## config.mk

```make
export PLATFORM = sky130hd
export DESIGN_NAME = mini_src_control_unit
export DESIGN_NICKNAME = d
export VERILOG_FILES = /design/src/rtl/mini_src_control_unit.sv
export SDC_FILE = /design/constraint.sdc
export NUM_CORES = 1
export LEC_CHECK = 0
export ABC_AREA = 1
export CAP_MARGIN = 20
export CORE_ASPECT_RATIO = 2
export CORE_MARGIN = 1.5
export CORE_UTILIZATION = 48
export CTS_CLUSTER_SIZE = 10
export DETAILED_ROUTE_END_ITERATION = 8
export GPL_TIMING_DRIVEN = 0
export HOLD_SLACK_MARGIN = 0.03
export PLACE_DENSITY = 0.85
export SKIP_CTS_REPAIR_TIMING = 1
export SLEW_MARGIN = 20
export SYNTH_ARGS = -nofsm -noshare
export SYNTH_HDL_FRONTEND = slang
export SYNTH_SLANG_ARGS = --single-unit
```

## constraint.sdc

```tcl
create_clock -name Clock -period 3.1 [get_ports Clock]
set_input_delay 0.62 -clock Clock [delete_from_list [all_inputs] [get_ports Clock]]
set_output_delay 0.62 -clock Clock [all_outputs]
set_load 0.05 [all_outputs]
```

## src/rtl/mini_src_control_unit.sv

```systemverilog
// Hardwired Moore control unit for the Mini SRC bus datapath.
// Each state lasts one clock. The fetch (T0-T2) is followed by an opcode-specific execute path.
//
// state   | meaning
// --------+------------------------------------------------------------
// RESET   | held while Reset_n is low; all strobes off, Run=0
// T0..T2  | instruction fetch
// T3..T7  | execute steps; the path is chosen by the opcode latched at T2 exit
// HALT    | stopped; only a Reset_n pulse leaves this state
module mini_src_control_unit #(
    parameter int OPW  = 5,
    parameter int ALUW = 4
) (
    input  logic            Clock,
    input  logic            Reset_n,
    input  logic [31:0]     IR,
    input  logic            CON,
    input  logic            Stop,
    output logic            Run,
    output logic            PCout,
    output logic            MDRout,
    output logic            ZLOout,
    output logic            ZHIout,
    output logic            HIout,
    output logic            LOout,
    output logic            INPORTout,
    output logic            Cout,
    output logic            PCin,
    output logic            MARin,
    output logic            MDRin,
    output logic            IRin,
    output logic            Yin,
    output logic            Zin,
    output logic            HIin,
    output logic            LOin,
    output logic            OUTPORTin,
    output logic            CONin,
    output logic            Gra,
    output logic            Grb,
    output logic            Grc,
    output logic            Rin,
    output logic            Rout,
    output logic            BAout,
    output logic            Read,
    output logic            Write,
    output logic            IncPC,
    output logic [ALUW-1:0] ALUop
);

    typedef enum logic [3:0] {
        S_RESET, S_T0, S_T1, S_T2, S_T3, S_T4, S_T5, S_T6, S_T7, S_HALT
    } state_t;

    localparam logic [OPW-1:0] OP_LD   = OPW'(0);
    localparam logic [OPW-1:0] OP_LDI  = OPW'(1);
    localparam logic [OPW-1:0] OP_ST   = OPW'(2);
    localparam logic [OPW-1:0] OP_ADD  = OPW'(3);
    localparam logic [OPW-1:0] OP_SUB  = OPW'(4);
    localparam logic [OPW-1:0] OP_AND  = OPW'(5);
    localparam logic [OPW-1:0] OP_OR   = OPW'(6);
    localparam logic [OPW-1:0] OP_ADDI = OPW'(12);
    localparam logic [OPW-1:0] OP_BR   = OPW'(18);
    localparam logic [OPW-1:0] OP_JR   = OPW'(19);
    localparam logic [OPW-1:0] OP_IN   = OPW'(21);
    localparam logic [OPW-1:0] OP_OUT  = OPW'(22);
    localparam logic [OPW-1:0] OP_MFHI = OPW'(23);
    localparam logic [OPW-1:0] OP_MFLO = OPW'(24);
    localparam logic [OPW-1:0] OP_HALT = OPW'(26);

    typedef struct packed {
        logic            run;
        logic            pc_out;
        logic            mdr_out;
        logic            zlo_out;
        logic            zhi_out;
        logic            hi_out;
        logic            lo_out;
        logic            inport_out;
        logic            c_out;
        logic            pc_in;
        logic            mar_in;
        logic            mdr_in;
        logic            ir_in;
        logic            y_in;
        logic            z_in;
        logic            hi_in;
        logic            lo_in;
        logic            outport_in;
        logic            con_in;
        logic            gra;
        logic            grb;
        logic            grc;
        logic            r_in;
        logic            r_out;
        logic            ba_out;
        logic            read;
        logic            write;
        logic            inc_pc;
        logic            pc_in_con;
        logic [ALUW-1:0] alu_op;
    } ctrl_t;

    state_t         state_q, state_d;
    logic [OPW-1:0] op_q, op_d;
    ctrl_t          ctrl_q;
    logic           fin;
    logic           unused_ir_bits;

    assign unused_ir_bits = ^IR[31-OPW:0];

    function automatic logic is_alu(input logic [OPW-1:0] op);
        return op inside {OP_ADD, OP_SUB, OP_AND, OP_OR};
    endfunction

    function automatic logic is_mem(input logic [OPW-1:0] op);
        return op inside {OP_LD, OP_ST};
    endfunction

    function automatic logic is_short(input logic [OPW-1:0] op);
        return op inside {OP_JR, OP_IN, OP_OUT, OP_MFHI, OP_MFLO};
    endfunction

    function automatic logic has_exec(input logic [OPW-1:0] op);
        return is_alu(op) || is_mem(op) || is_short(op) ||
               (op inside {OP_ADDI, OP_LDI, OP_BR});
    endfunction

    function automatic logic [ALUW-1:0] alu_sel(input logic [OPW-1:0] op);
        logic [ALUW-1:0] a;
        a = '0;
        if (op == OP_SUB) a = ALUW'(1);
        if (op == OP_AND) a = ALUW'(2);
        if (op == OP_OR)  a = ALUW'(3);
        return a;
    endfunction

    function automatic ctrl_t decode(input state_t s, input logic [OPW-1:0] op);
        ctrl_t c;
        c = '0;
        c.run = (s != S_RESET) && (s != S_HALT);
        case (s)
            S_T0: begin
                c.pc_out = 1'b1; c.mar_in = 1'b1; c.inc_pc = 1'b1; c.z_in = 1'b1;
            end
            S_T1: begin
                c.zlo_out = 1'b1; c.pc_in = 1'b1; c.read = 1'b1; c.mdr_in = 1'b1;
            end
            S_T2: begin
                c.mdr_out = 1'b1; c.ir_in = 1'b1;
            end
            S_T3: begin
                if (is_alu(op) || op == OP_ADDI) begin
                    c.grb = 1'b1; c.r_out = 1'b1; c.y_in = 1'b1;
                end else if (is_mem(op) || op == OP_LDI) begin
                    c.grb = 1'b1; c.ba_out = 1'b1; c.y_in = 1'b1;
                end else begin
                    case (op)
                        OP_BR:   begin c.gra = 1'b1; c.r_out = 1'b1; c.con_in = 1'b1; end
                        OP_JR:   begin c.gra = 1'b1; c.r_out = 1'b1; c.pc_in = 1'b1; end
                        OP_IN:   begin c.inport_out = 1'b1; c.gra = 1'b1; c.r_in = 1'b1; end
                        OP_OUT:  begin c.gra = 1'b1; c.r_out = 1'b1; c.outport_in = 1'b1; end
                        OP_MFHI: begin c.hi_out = 1'b1; c.gra = 1'b1; c.r_in = 1'b1; end
                        OP_MFLO: begin c.lo_out = 1'b1; c.gra = 1'b1; c.r_in = 1'b1; end
                        default: ;
                    endcase
                end
            end
            S_T4: begin
                if (is_alu(op)) begin
                    c.grc = 1'b1; c.r_out = 1'b1; c.z_in = 1'b1; c.alu_op = alu_sel(op);
                end else if (op == OP_BR) begin
                    c.pc_out = 1'b1; c.y_in = 1'b1;
                end else begin
                    c.c_out = 1'b1; c.z_in = 1'b1;
                end
            end
            S_T5: begin
                if (op == OP_BR) begin
                    c.c_out = 1'b1; c.z_in = 1'b1;
                end else if (is_mem(op)) begin
                    c.zlo_out = 1'b1; c.mar_in = 1'b1;
                end else begin
                    c.zlo_out = 1'b1; c.gra = 1'b1; c.r_in = 1'b1;
                end
            end
            S_T6: begin
                if (op == OP_BR) begin
                    c.zlo_out = 1'b1; c.pc_in_con = 1'b1;
                end else if (op == OP_ST) begin
                    c.gra = 1'b1; c.r_out = 1'b1; c.mdr_in = 1'b1;
                end else begin
                    c.read = 1'b1; c.mdr_in = 1'b1;
                end
            end
            S_T7: begin
                if (op == OP_ST) begin
                    c.write = 1'b1;
                end else begin
                    c.mdr_out = 1'b1; c.gra = 1'b1; c.r_in = 1'b1;
                end
            end
            default: ;
        endcase
        return c;
    endfunction

    always_comb begin
        state_d = state_q;
        op_d    = op_q;
        fin     = 1'b0;
        case (state_q)
            S_RESET: state_d = S_T0;
            S_T0:    state_d = S_T1;
            S_T1:    state_d = S_T2;
            S_T2: begin
                op_d = IR[31 -: OPW];
                if (op_d == OP_HALT)     state_d = S_HALT;
                else if (has_exec(op_d)) state_d = S_T3;
                else                     fin = 1'b1;
            end
            S_T3: begin
                if (is_short(op_q)) fin = 1'b1;
                else                state_d = S_T4;
            end
            S_T4: state_d = S_T5;
            S_T5: begin
                if (is_mem(op_q) || op_q == OP_BR) state_d = S_T6;
                else                               fin = 1'b1;
            end
            S_T6: begin
                if (is_mem(op_q)) state_d = S_T7;
                else              fin = 1'b1;
            end
            S_T7:   fin = 1'b1;
            S_HALT: state_d = S_HALT;
            default: state_d = S_RESET;
        endcase
        // Stop is honoured only where a new fetch would begin.
        if (fin) state_d = Stop ? S_HALT : S_T0;
    end

    always_ff @(posedge Clock or negedge Reset_n) begin
        if (!Reset_n) begin
            state_q <= S_RESET;
            op_q    <= '0;
            ctrl_q  <= '0;
        end else begin
            state_q <= state_d;
            op_q    <= op_d;
            ctrl_q  <= decode(state_d, op_d);
        end
    end

    assign Run       = ctrl_q.run;
    assign PCout     = ctrl_q.pc_out;
    assign MDRout    = ctrl_q.mdr_out;
    assign ZLOout    = ctrl_q.zlo_out;
    assign ZHIout    = ctrl_q.zhi_out;
    assign HIout     = ctrl_q.hi_out;
    assign LOout     = ctrl_q.lo_out;
    assign INPORTout = ctrl_q.inport_out;
    assign Cout      = ctrl_q.c_out;
    // Branch T6 loads PC from CON as it stands during that step.
    assign PCin      = ctrl_q.pc_in | (ctrl_q.pc_in_con & CON);
    assign MARin     = ctrl_q.mar_in;
    assign MDRin     = ctrl_q.mdr_in;
    assign IRin      = ctrl_q.ir_in;
    assign Yin       = ctrl_q.y_in;
    assign Zin       = ctrl_q.z_in;
    assign HIin      = ctrl_q.hi_in;
    assign LOin      = ctrl_q.lo_in;
    assign OUTPORTin = ctrl_q.outport_in;
    assign CONin     = ctrl_q.con_in;
    assign Gra       = ctrl_q.gra;
    assign Grb       = ctrl_q.grb;
    assign Grc       = ctrl_q.grc;
    assign Rin       = ctrl_q.r_in;
    assign Rout      = ctrl_q.r_out;
    assign BAout     = ctrl_q.ba_out;
    assign Read      = ctrl_q.read;
    assign Write     = ctrl_q.write;
    assign IncPC     = ctrl_q.inc_pc;
    assign ALUop     = ctrl_q.alu_op;

endmodule

```

-- Word level (Yosys, flattened, before mapping)
Cells that the tools add are included.
- $add $sub $neg: 0
- multipliers: 0
- div/mod/pow operators: 0
- order comparisons: 0
- equal/unequal tests: 52
- shifts and indexed selects: 0
- mux-type cells: 76
- bitwise logic cells: 2
- reductions and logical operators: 23
- operator list (operator ; number):
    5-bit equality test (second input constant) ; 19
    4-bit 2-to-1 mux ; 11
    1-bit 2-to-1 mux ; 42
    4-bit case mux with 10 select lines ; 1
    4-bit by 3-bit equality test with 1-bit output (second input constant) ; 8
    5-bit by 3-bit equality test with 1-bit output (second input constant) ; 6
    5-bit by 2-bit equality test with 1-bit output (second input constant) ; 5
    4-bit by 2-bit equality test with 1-bit output (second input constant) ; 4
    1-bit case mux with 2 select lines ; 8
    5-bit zero test ; 3
    3-bit 2-to-1 mux ; 5
    4-bit equality test (second input constant) ; 3
    1-bit case mux with 3 select lines ; 4
    4-bit nonzero test ; 3
    5-bit by 1-bit equality test with 1-bit output (second input constant) ; 2
    5-bit by 4-bit equality test with 1-bit output (second input constant) ; 2
    5-bit nonzero test ; 2
    4-bit by 1-bit equality test with 1-bit output (second input constant) ; 2
    1-bit logical OR ; 6
    2-bit nonzero test ; 3
    3-bit OR reduction ; 2
    6-bit OR reduction ; 1
    5-bit 2-to-1 mux ; 1
    1-bit case mux with 5 select lines ; 1
    8 further kinds ; 9
- register bits after elaboration: 39
- latch bits: 0
- RAM bits: 0
- ROM bits: 0
- bits of input ports: 36
- output and inout port bits: 32
- logic and storage cells: 182
- memories: 0

-- Longest topological paths before layout
- depth after elaboration: 11
- gate-level depth with buffers: 14
- mapped depth without buffers: 14

-- Worst setup path after synthesis
Ideal clock, no wire load.
- path kind: register -> register
- start: register state_q[2]
- end: register ctrl_q (netlist bit Yin)
- library setup time: 0.118 ns
- arrival time: 1.584 ns
- required time: 2.982 ns
- setup slack: 1.398 ns
- cell stages (with the launch flop): 14
- buffers on the path: 1
- clock period less this slack: 1.702 ns
- cell sequence: dfrtp_1 -> nor2_2 -> nand2_4 -> buf_6 -> nand2_1 -> o21ai_2 -> nor2_2 -> inv_2 -> nand2_1 -> nand2_1 -> nor2_2 -> nand2_1 -> nand2_1 -> nand2_1
- longest elaborated chain between the ends: 8
- elaborated cells between the ends (all ways): 39
- RTL lines (element ; line ; source):
    start, declared ; 103 ; state_t state_q, state_d;
    start signal, assigned ; 248 ; state_q <= state_d;
    4-bit by 2-bit equality test with 1-bit output ; 211 ; case (state_q)
    5-bit 2-to-1 mux ; 211 ;
    5-bit by 2-bit equality test with 1-bit output or 5-bit zero test (tied branches) ; 116 ; return op inside {OP_LD, OP_ST};
    2-bit nonzero test ; 116 ;
    1-bit logical OR ; 154 ; end else if (is_mem(op) || op == OP_LDI) begin
    1-bit 2-to-1 mux ; 154 ;
    1-bit 2-to-1 mux ; 152 ; if (is_alu(op) || op == OP_ADDI) begin
    1-bit case mux with 2 select lines (*) ; 141 ; case (s)
    end signal, assigned ; 250 ; ctrl_q <= decode(state_d, op_d);
    end, declared ; 105 ; ctrl_t ctrl_q;
Every way passes the cells marked *; elsewhere a longest branch is shown, timed or not.

-- Worst setup path after layout
- start: input CON
- end: output PCin
- longest elaborated chain between the ends: 2
- RTL lines (element ; line ; source):
    start, declared ; 17 ; input logic CON,
    1-bit AND ; 264 ; assign PCin = ctrl_q.pc_in | (ctrl_q.pc_in_con & CON);
    1-bit bitwise OR ; 264 ;
    end, declared ; 28 ; output logic PCin,
Every way passes these cells.

==> impl_metrics.env <==
export IMPL_synth_top_cell_by_area="dfrtp_1"
export IMPL_post_synth_top_count_cell="nand2_1"
export IMPL_grt_pass1_vias=1734
export IMPL_die_height_um=92.6
export IMPL_synth_common_cells="nand2_1 (57), dfrtp_1 (37), inv_1 (35), nand3_1 (24), nor2_1 (23)"
export IMPL_r2r_cells=11
export IMPL_gp_congestion=0.902
export IMPL_end_kind="primary output"
export IMPL_die_area_um2=4430
export IMPL_port_buffers=35
export IMPL_async_flop_share=1.00
export IMPL_path_class="in2out"
export IMPL_ys_seq_area_frac=0.480
export IMPL_hold_viol=0
export IMPL_critPathMaxFanout=1
export IMPL_num_vias=1728
export IMPL_layout_setup_ws_ns=0.495
export IMPL_critPathMaxStageDelay_ns=0.79
export IMPL_root_buffer="clkbuf_8"
export IMPL_grt_overflow_total=0
export IMPL_cts_clk_slew_worst_paths_ns=0.07
export IMPL_worst_setup_path_start_kind="input port"
export IMPL_relSlewSlack=0.662
export IMPL_fmax_mhz=384
export IMPL_path_cells="clkdlybuf4s50_1, a21o_1, clkdlybuf4s50_1"
export IMPL_synthTopCellsByArea="dfrtp_1 (48%), nand2_1 (11%), inv_1 (6.8%)"
export IMPL_wire_per_inst_um=12.1
export IMPL_fin_cells=347
export IMPL_regArea_um2=926
export IMPL_synth_area_um2=1930
export IMPL_synth_top_cell_area_share=0.480
export IMPL_num_antenna_cells=0
export IMPL_clock_path_buffers=2
export IMPL_syn2layout_area_growth_pct=27.3
export IMPL_p_per_area_nw_per_um2=964
export IMPL_route_detailed_drc=0
export IMPL_start_util=0.502
export IMPL_slowest_stage="clkdlybuf4s50_1"
export IMPL_core_um2=3840
export IMPL_clk_latency_ns=0.29
export IMPL_hold_path_class="in2async"
export IMPL_worst_slew_pin_slew_ns=0.506
export IMPL_grt_setup_unrepaired="no"
export IMPL_finalCritPeriodShare=0.840
export IMPL_ioPinCount=68
export IMPL_status="finished clean"
export IMPL_dr_pass1_iters=4
export IMPL_postRouteWirelength_mm=4.19
export IMPL_multi_input_area_um2=792
export IMPL_utilization=0.639
export IMPL_detail_route_antenna_nets=0
export IMPL_drive_gt1_frac=0.152
export IMPL_fp_dieW_um=47.8
export IMPL_fin_skew_ns=0.00758
export IMPL_synthCells=248
export IMPL_grt_pass1_wl_mm=6.87
export IMPL_synth_cell_type_count=25
export IMPL_worstPathRequired_ns=2.48
export IMPL_syn_area_per_cell_um2=7.77
export IMPL_cp_arrival_ns=1.98
export IMPL_ys_flop_type="dfrtp_1"
export IMPL_tns_ns=0
export IMPL_synth_edf_count=0
export IMPL_rows=32
export IMPL_synth_seq_cells=37
export IMPL_setup_viol=0
export IMPL_placedCellCount=339
export IMPL_nets=331
export IMPL_initialDrtViolationCount=50
export IMPL_report_final_slew_viol_count=0
export IMPL_antenna_found_initial=0
export IMPL_grt_max_degree=32
export IMPL_yosys_warnings=0
export IMPL_cts_made_buffers=5
export IMPL_min_period_ns=2.60
export IMPL_viasPerCell=4.98
export IMPL_dp_hpwl_mm=3.39
export IMPL_cts_tree="done"
export IMPL_dp_worst_setup_slack_ns=0.492
export IMPL_maxCapViolCount=0
export IMPL_htree_num_levels=2
export IMPL_grt_usage=0.216
export IMPL_crit_top_cell="clkdlybuf4s50_1"
export IMPL_peakVddDrop_uv=533
export IMPL_power_mw=2.37
export IMPL_clkSinkCount=37
export IMPL_nFillCells=350
export IMPL_p_leak_nw=1.32
-- worst max-delay path: cells and delay by family --
| family | cells | cell delay [ns] |
|---|---|---|
| buffers and inverters | 2 | 1.25 |
| AO/OA/AOI/OAI | 1 | 0.11 |
-- through the flow --
stage                     area, um^2  hold WS, ns
after floorplan                 1940        0.324
after global placement          2360        0.506
after detailed placement        2370        0.469
after CTS                       2450        0.161
after global routing            2450        0.165
final                           2450        0.159
-- placed cells by master, fill, tap and decap left out --
cell             instances
clkbuf_8                 5
nand2_4                  1
o21ai_0                  7
inv_2                    7
nor2_1                  23
a21oi_1                  6
clkbuf_1                 1
buf_6                    1
nand3b_1                 2
o21ai_1                  2
inv_1                   35
nor4_1                   3
buf_4                    7
nand4_1                  4
o21ai_4                  1
dfrtp_1                 37
nand2_2                  6
o21ai_2                  4
nand3_1                 24
a21o_1                   1
clkinv_1                 1
nor3_1                   5
clkinv_2                 2
buf_2                    1
o21bai_1                 3
buf_12                   1
conb_1                   5
a21boi_0                 1
nand2_1                 57
nor2_2                   9
clkdlybuf4s50_1         34
-- flip-flops by register name, indices dropped and copies added (netlist names), 2 cells and up --
register and cells:
op_q 5, ALUop 2, ctrl_q 2, state_q 4
-- report_power, final --
group / switching [mW] / internal [mW] / total, mW
combinational: 0.944 / 0.404 / 1.35
clock: 0.161 / 0.155 / 0.316
sequential: 0.0866 / 0.616 / 0.702
-- layer usage --
layer / vias up / wire length (um) / track usage
met2: 63 / 2410 / 0.386
met3: 12 / 201 / 0.0351
met1: 792 / 1440 / 0.205
met4: 0 / 144 / 0.135
li1: 861 / - / -
met5: - / 0 / 0
-- layout make-up --
class / count / area share
Multi-Input combinational cell: 164 / 0.323
Timing Repair Buffer: 36 / 0.149
Tap cell: 51 / 0.0260
Clock inverter: 2 / 0.00408
Inverter: 43 / 0.0657
Sequential cell: 37 / 0.377
Clock buffer: 6 / 0.0296
Buffer: 8 / 0.0260
-- logic make-up after synthesis --
| kind of cell | after synthesis | synth area share |
|---|---|---|
| AO/OA/AOI/OAI | 25 | 0.0850 |
| buffers and inverters | 51 | 0.117 |
| flip-flops | 37 | 0.480 |
| other | 1 | 0.00194 |
| AND/OR/NAND/NOR | 134 | 0.316 |
-- worst paths after layout --
path,from,to,slack (ns)
worst max-delay path,CON,PCin,0.50
worst min-delay path,Reset_n,IRin,0.16
worst max register to register,state_q[2],Gra,1.03
worst min register to register,state_q[0],IRin,0.53
max in group asynchronous,Reset_n,Rin,2.55
min in group Clock,state_q[0],IRin,0.53
Note: power is estimated with default switching activity, not from simulation.
